--- config.mk ---
export PLATFORM = sky130hd
export DESIGN_NAME = mem_stage
export DESIGN_NICKNAME = d
export VERILOG_FILES = /design/src/rtl/mem_stage.sv
export SDC_FILE = /design/constraint.sdc
export NUM_CORES = 1
export LEC_CHECK = 0
export CAP_MARGIN = 20
export CORE_UTILIZATION = 41
export DETAILED_ROUTE_END_ITERATION = 7
export PLACE_DENSITY_LB_ADDON = 0.2
export RECOVER_POWER = 50
export SLEW_MARGIN = 20
export SYNTH_ARGS = -nofsm -noshare
export SYNTH_HDL_FRONTEND = slang
export SYNTH_SLANG_ARGS = --single-unit
export TNS_END_PERCENT = 100
--- constraint.sdc ---
create_clock -name clk -period 3.9 [get_ports clk]
set_input_delay 0.585 -clock clk [delete_from_list [all_inputs] [get_ports clk]]
set_output_delay 0.585 -clock clk [all_outputs]
set_load 0.05 [all_outputs]
--- src/rtl/mem_stage.sv ---
// Memory-access stage of the 5-stage RISC-V pipeline: drives the data-memory bus for
// loads/stores, formats load data, flags misaligned accesses and passes ALU results through.
module mem_stage #(
  parameter int ADDR_W = 32
) (
  input  logic              clk,
  input  logic              rst,
  input  logic              i_valid,
  input  logic [31:0]       i_rs_2,
  input  logic [4:0]        i_rd_num,
  input  logic [31:0]       i_alu_out,
  input  logic [6:0]        i_opcode,
  input  logic [2:0]        i_func_3,
  output logic              stall,
  output logic              dmem_req,
  output logic              dmem_we,
  output logic [ADDR_W-1:0] dmem_addr,
  output logic [3:0]        dmem_be,
  output logic [31:0]       dmem_wdata,
  input  logic              dmem_ready,
  input  logic [31:0]       dmem_rdata,
  output logic              o_valid,
  output logic [4:0]        o_rd_num,
  output logic [31:0]       o_wb_data,
  output logic              o_reg_write,
  output logic              o_misaligned
);

  localparam logic [6:0] OP_LOAD   = 7'b0000011;
  localparam logic [6:0] OP_STORE  = 7'b0100011;
  localparam logic [6:0] OP_REG    = 7'b0110011;
  localparam logic [6:0] OP_IMM    = 7'b0010011;
  localparam logic [6:0] OP_LUI    = 7'b0110111;
  localparam logic [6:0] OP_AUIPC  = 7'b0010111;
  localparam logic [6:0] OP_JAL    = 7'b1101111;
  localparam logic [6:0] OP_JALR   = 7'b1100111;

  localparam logic [0:0] IDLE = 1'b0;
  localparam logic [0:0] BUSY = 1'b1;

  logic [0:0]  state;
  logic        is_load;
  logic        is_store;
  logic        is_mem;
  logic        is_writer;
  logic        misaligned;
  logic        start;
  logic [3:0]  st_be;
  logic [31:0] st_wdata;

  // Context of the outstanding access, kept so the EX/MEM inputs are not needed on completion.
  logic [4:0]  busy_rd;
  logic        busy_load;
  logic [2:0]  busy_f3;
  logic [1:0]  busy_lo;

  logic [31:0] ld_shift;
  logic [31:0] ld_data;

  always_comb begin
    is_load   = (i_opcode == OP_LOAD);
    is_store  = (i_opcode == OP_STORE);
    is_mem    = is_load | is_store;
    is_writer = 1'b0;
    case (i_opcode)
      OP_REG, OP_IMM, OP_LUI, OP_AUIPC, OP_JAL, OP_JALR, OP_LOAD: is_writer = 1'b1;
      default:                                                   is_writer = 1'b0;
    endcase
  end

  always_comb begin
    misaligned = 1'b0;
    case (i_func_3[1:0])
      2'b00:   misaligned = 1'b0;
      2'b01:   misaligned = is_mem & i_alu_out[0];
      default: misaligned = is_mem & (i_alu_out[1:0] != 2'b00);
    endcase
    start = i_valid & is_mem & ~misaligned;
  end

  always_comb begin
    st_be    = 4'b1111;
    st_wdata = i_rs_2;
    case (i_func_3[1:0])
      2'b00: begin
        st_be    = 4'b0001 << i_alu_out[1:0];
        st_wdata = {4{i_rs_2[7:0]}};
      end
      2'b01: begin
        st_be    = i_alu_out[1] ? 4'b1100 : 4'b0011;
        st_wdata = {2{i_rs_2[15:0]}};
      end
      default: begin
        st_be    = 4'b1111;
        st_wdata = i_rs_2;
      end
    endcase
  end

  always_comb begin
    ld_shift = dmem_rdata >> {busy_lo, 3'b000};
    ld_data  = dmem_rdata;
    case (busy_f3[1:0])
      2'b00:   ld_data = busy_f3[2] ? {24'h0, ld_shift[7:0]}
                                    : {{24{ld_shift[7]}}, ld_shift[7:0]};
      2'b01:   ld_data = busy_f3[2] ? {16'h0, ld_shift[15:0]}
                                    : {{16{ld_shift[15]}}, ld_shift[15:0]};
      default: ld_data = dmem_rdata;
    endcase
  end

  assign stall = (state == IDLE) ? start : ~dmem_ready;

  always_ff @(posedge clk or posedge rst) begin
    if (rst) begin
      state        <= IDLE;
      dmem_req     <= 1'b0;
      dmem_we      <= 1'b0;
      dmem_addr    <= '0;
      dmem_be      <= '0;
      dmem_wdata   <= '0;
      busy_rd      <= '0;
      busy_load    <= 1'b0;
      busy_f3      <= '0;
      busy_lo      <= '0;
      o_valid      <= 1'b0;
      o_rd_num     <= '0;
      o_wb_data    <= '0;
      o_reg_write  <= 1'b0;
      o_misaligned <= 1'b0;
    end else begin
      case (state)
        IDLE: begin
          o_misaligned <= i_valid & misaligned;
          if (start) begin
            state       <= BUSY;
            dmem_req    <= 1'b1;
            dmem_we     <= is_store;
            dmem_addr   <= {i_alu_out[ADDR_W-1:2], 2'b00};
            dmem_be     <= is_store ? st_be : 4'b1111;
            dmem_wdata  <= is_store ? st_wdata : '0;
            busy_rd     <= i_rd_num;
            busy_load   <= is_load;
            busy_f3     <= i_func_3;
            busy_lo     <= i_alu_out[1:0];
            o_valid     <= 1'b0;
            o_reg_write <= 1'b0;
          end else begin
            o_valid     <= i_valid;
            o_rd_num    <= i_rd_num;
            o_wb_data   <= i_alu_out;
            o_reg_write <= i_valid & is_writer & (i_rd_num != 5'd0) & ~misaligned;
          end
        end
        BUSY: begin
          o_misaligned <= 1'b0;
          if (dmem_ready) begin
            state       <= IDLE;
            dmem_req    <= 1'b0;
            o_valid     <= 1'b1;
            o_rd_num    <= busy_rd;
            o_wb_data   <= busy_load ? ld_data : '0;
            o_reg_write <= busy_load & (busy_rd != 5'd0);
          end else begin
            o_valid     <= 1'b0;
            o_reg_write <= 1'b0;
          end
        end
        default: state <= IDLE;
      endcase
    end
  end

endmodule

# --- Word level (Yosys, flattened, before mapping) ---
# Cells that the tools add are included.
word_totals:
  regBits: 120
  elab_cells: 83
  output_inout_bits: 111
  input_bits: 115
classes:
  n_eq_ne: 13
  n_bitwise: 13
  shifts: 2
  mux: 31
  n_reduce_logical: 9
ops:
  columns: ["cell", "count"]
  rows:
  - ["$mux W32", 6]
  - ["$pmux W32 S2", 3]
  - ["$shr A32 B5 Y16", 1]
  - ["$eq A7 B6 Y1 const B", 3]
  - ["$eq A7 B5 Y1 const B", 2]
  - ["$eq A7 B7 Y1 const B", 2]
  - ["$pmux W1 S2", 6]
  - ["$mux W1", 10]
  - ["$mux W5", 2]
  - ["$pmux W5 S2", 1]
  - ["$reduce_bool A5 Y1", 2]
  - ["$and A1 B1 Y1", 9]
  - ["$mux W4", 2]
  - ["$pmux W4 S2", 1]
  - ["$eq A7 B2 Y1 const B", 1]
  - ["$reduce_or A7 Y1", 1]
  - ["$ne A2 B2 Y1 const B", 3]
  - ["$reduce_and A2 Y1", 3]
  - ["$eq A2 B1 Y1 const B", 2]
  - ["$logic_not A2 Y1", 2]
  - ["$shl A1 B2 Y4 const A", 1]
  - ["$not A1 Y1", 3]
  - ["$reduce_bool A2 Y1", 1]
  - ["$or A1 B1 Y1", 1]

# --- Logic depth before layout (Yosys ltp) ---
depth:
  ltp_word: 8
  depth_mapped: 7
  ltp_nobuf: 5

# --- Worst setup path before layout ---
# Ideal clock, no wire load.
synth_path:
  path_type: "input -> output"
  startpoint: "in i_opcode[4]"
  endpoint: "out stall"
  t_required_ns: 3.315
  arrival_time_ns: 1.565
  setup_slack_ns: 1.750
  n_path_buf: 0
  path_stages: 4
  cell_sequence: "and4bb_2 -> and4_1 -> a31oi_2 -> inv_2"
synth_between:
  elab_chain_cells: 7
  elab_cells_between_ends: 10
  cone_classes: "eq/ne: 2; mux: 2; bitwise: 6"
synth_rtl:
  columns: ["item", "line_no", "source"]
  rows:
  - ["start, declared", "12", "input logic [6:0] i_opcode,"]
  - ["$eq A7 B2 Y1 or $eq A7 B6 Y1 (tied branches)", "61, 62", null]
  - ["$or A1 B1 Y1 *", "63", "is_mem = is_load | is_store;"]
  - ["$and A1 B1 Y1, on equally long branches", "76, 75", null]
  - ["$pmux W1 S2", "73", "case (i_func_3[1:0])"]
  - ["$not A1 Y1", "78", "start = i_valid & is_mem & ~misaligned;"]
  - ["$and A1 B1 Y1 *", "78", null]
  - ["$mux W1 *", "112", "assign stall = (state == IDLE) ? start : ~dmem_ready;"]
  - ["end, declared", "14", "output logic stall,"]
# Every way passes the cells marked *; elsewhere a longest branch is shown, timed or not.

# --- Final worst setup path ---
layout_path:
  startpoint: "in i_opcode[2]"
  endpoint: "out stall"
# The elaborated chain is that of the path after synthesis.

==> load_flow_metrics.sql <==
INSERT INTO impl_metrics (metric_group, metric, value, unit) VALUES
('logic_synthesis', 'synth_commonest_cells', 'dfrtp_1, mux2_2, nand2_1, o21ai_0, clkbuf_1', ''),
('logic_synthesis', 'synth_most_common_cell', 'dfrtp_1', ''),
('critical_path', 'timing.critical_path.arrival', '2530', 'ps'),
('detailed_routing', 'vias', '5753', ''),
('critical_path', 'startpoint_type', 'primary input', ''),
('global_route', 'gr-usage-all-layers', '0.263', ''),
('sta', 'period_needed', '3110', 'ps'),
('pwr', 'p_total', '0.00378', 'W'),
('critical_path', 'cp_data_required_time', '3310', 'ps'),
('logic_synthesis', 'netlist.area_leader.share', '0.472', ''),
('detailed_routing', 'drt.antenna.violating_nets', '0', ''),
('layout', 'share_of_cells_above_drive_strength_1', '0.170', ''),
('sta', 'timing.final.max_slew_violations', '60', ''),
('layout', 'flow.area_growth_from_synthesis', '46.0', '%'),
('detailed_routing', 'drtIter0Drc', '509', ''),
('layout', 'nNetsFinal', '909', ''),
('detailed_routing', 'drt-wirelength-per-cell', '20.5', 'um'),
('floorplan', 'core_area', '15100', 'um^2'),
('floorplan', 'initial_utilization', '0.420', ''),
('logic_synthesis', 'synth.largest_area_cell', 'dfrtp_1', ''),
('logic_synthesis', 'register_bit_count_reported_by_yosys', '120', ''),
('clock_network', 'cts_htree_levels', '4', ''),
('logic_synthesis', 'synth_area', '6360', 'um^2'),
('global_route', 'grt_start_max_net_pins', '61', ''),
('clock_network', 'post-cts-setup-buffers', '0', ''),
('sta', 'actual_transition_at_the_worst_max_transition_pin', '2340', 'ps'),
('placement', 'place_ws', '1050', 'ps'),
('global_route', 'gr-total-overflow', '0', ''),
('job', 'max-cap-violations', '1', ''),
('sta', 'layout_setup_ws', '787', 'ps'),
('outcome', 'failed_checks', 'max-capacitance violations, max-slew violations', ''),
('sta', 'fmaxAchievable', '321', 'MHz'),
('hold_path', 'path_type_of_the_worst_min_delay_path', 'flip-flop to flip-flop', ''),
('critical_path', 'worstSetupPathDepth', '6', ''),
('floorplan', 'die_h', '127', 'um'),
('pwr', 'power.static_leakage', '3.96', 'nW'),
('logic_synthesis', 'synth.yosys.seq_area_share', '0.472', ''),
('logic_synthesis', 'synth_top_flop_cell', 'dfrtp_1', ''),
('logic_synthesis', 'ys_types', '54', ''),
('pwr', 'ir_drop', '300', 'uV'),
('layout', 'num_antenna_cells', '0', ''),
('clock_network', 'clock_pin_slew_on_the_worst_setup_and_hold_paths', '50', 'ps'),
('outcome', 'run_status', 'finished with violations', ''),
('floorplan', 'io_pins', '226', ''),
('layout', 'count_of_fill_cells_added_during_filler_insertion', '1261', ''),
('critical_path', 'worst-r2r-cell-count', '4', ''),
('clock_network', 'cts_tree', 'built', ''),
('critical_path', 'critical_path_buf_inv_count', '3', ''),
('critical_path', 'cp_slowest_stage_delay', '570', 'ps'),
('hold_path', 'min-delay-start', 'dmem_addr[6]$_DFFE_PP0P_', ''),
('logic_synthesis', 'postSynthAreaPerCell', '10.7', 'um^2'),
('critical_path', 'critical_path.top_delay_family', 'buffers and inverters', ''),
('sta', 'relSlewSlack', '-0.560', ''),
('logic_synthesis', 'async_flop_share', '1.00', ''),
('pwr', 'power_per_cell_area', '407', 'nW/um^2'),
('logic_synthesis', 'main_area_contributors_after_synthesis', 'dfrtp_1, mux2_2, o211ai_1', ''),
('critical_path', 'critical_path.reg2reg.endpoint', 'o_wb_data[31]$_DFFE_PP0P_', ''),
('critical_path', 'worst_path_max_fanout', '10', ''),
('logic_synthesis', 'mapped_cells', '592', ''),
('global_route', 'first_global_vias', '5776', ''),
('sta', 'setup_viol', '0', ''),
('sta', 'final_hold_violation_count', '0', ''),
('critical_path', 'r2r_setup_slack', '1280', 'ps'),
('detailed_routing', 'totalWireLength', '20.4', 'mm'),
('clock_network', 'cts-root-buf', 'clkbuf_16', ''),
('sta', 'totalNegativeSetupSlack', '0', 'ps'),
('clock_network', 'hold_buf_cts', '0', ''),
('logic_synthesis', 'synth_enable_flop_cells', '0', ''),
('placement', 'gp_congestion', '0.889', ''),
('placement', 'place_hpwl', '14.8', 'mm'),
('detailed_routing', 'drt_drc_violations_left', '0', '');
[worst max-delay path by stage]
stage                        start                         end  slack [ps]
floorplan                      rst      busy_f3[0]$_DFFE_PP0P_         130
global placement    dmem_rdata[23]   o_wb_data[29]$_DFFE_PP0P_        1070
detailed placement  dmem_rdata[23]   o_wb_data[31]$_DFFE_PP0P_        1050
CTS                    i_opcode[2]                       stall        1070
global route                   rst  dmem_wdata[18]$_DFFE_PP0P_         500
finish                 i_opcode[2]                       stall         790
[final cells by class]
cell class              instances  area, um^2  share of cell area
clock buffers                  25         495              0.0533
clock inverters                 7        67.6             0.00727
inverters                      32         120              0.0129
multi-input cells             385        2990               0.322
flip-flops and latches        120        3000               0.323
well taps                     188         235              0.0253
repair buffers                238        2380               0.256
[through the flow]
| stage | instance area (um^2) | util | std cells | hold WS [ps] |
|---|---|---|---|---|
| after floorplan | 6360 | - | 593 | 489 |
| after global placement | 8730 | 0.576 | 963 | 476 |
| after detailed placement | 8730 | 0.576 | 963 | 473 |
| after CTS | 9290 | 0.614 | 995 | 492 |
| after global routing | 9290 | 0.613 | 995 | 520 |
| final | 9290 | 0.613 | 995 | 488 |
[routing by layer]
metal | global-route usage | routed length (um)
met1 | 0.342 | 8680
met2 | 0.428 | 9810
met3 | 0.0654 | 1600
met4 | 0.0900 | 311
met5 | 0 | 0
[placed cells by master (no fill, tap or decap), types with 3 or more instances in the layout]
cell type and instances:
o221a_2 6, o2bb2ai_1 7, mux2_1 3, nand2b_1 4, a311o_1 4, mux2_2 69
clkinvlp_4 3, a2bb2oi_1 13, a21boi_0 8, clkbuf_16 17, clkinv_2 3, dlygate4sd3_1 27
a21o_1 3, o211ai_1 30, o221ai_1 13, buf_4 12, nand3b_1 7, inv_1 31
o21ai_0 38, dfrtp_1 120, a222oi_1 7, clkbuf_8 4, nand2_1 57, mux2i_1 18
buf_12 3, o31ai_1 24, clkbuf_1 4, a21oi_1 6, nor2_1 26, o221ai_2 11
clkdlybuf4s50_1 195
[power by group]
part	internal [W]	switching (W)
clock	0.000939	0.000556
combinational	0.000358	0.000532
sequential	0.00133	0.0000665
[flip-flops by register name, indices dropped and copies added, names as in the netlist, 2 cells and up]
name        cells
o_rd_num        5
o_wb_data      32
busy_rd         5
busy_lo         2
dmem_be         4
busy_f3         3
dmem_wdata     32
dmem_addr      30
[logic make-up (layout without fill, tap and decap cells)]
kind of cell / count (synthesis) / in the layout / synth area share
AO/OA/AOI/OAI: 182 / 182 / 0.227
flip-flops: 120 / 120 / 0.472
other: 1 / 2 / 0.000590
multiplexers: 91 / 91 / 0.159
buffers and inverters: 88 / 302 / 0.0598
AND/OR/NAND/NOR: 110 / 110 / 0.0809
Note: power is estimated with default switching activity, not from simulation.
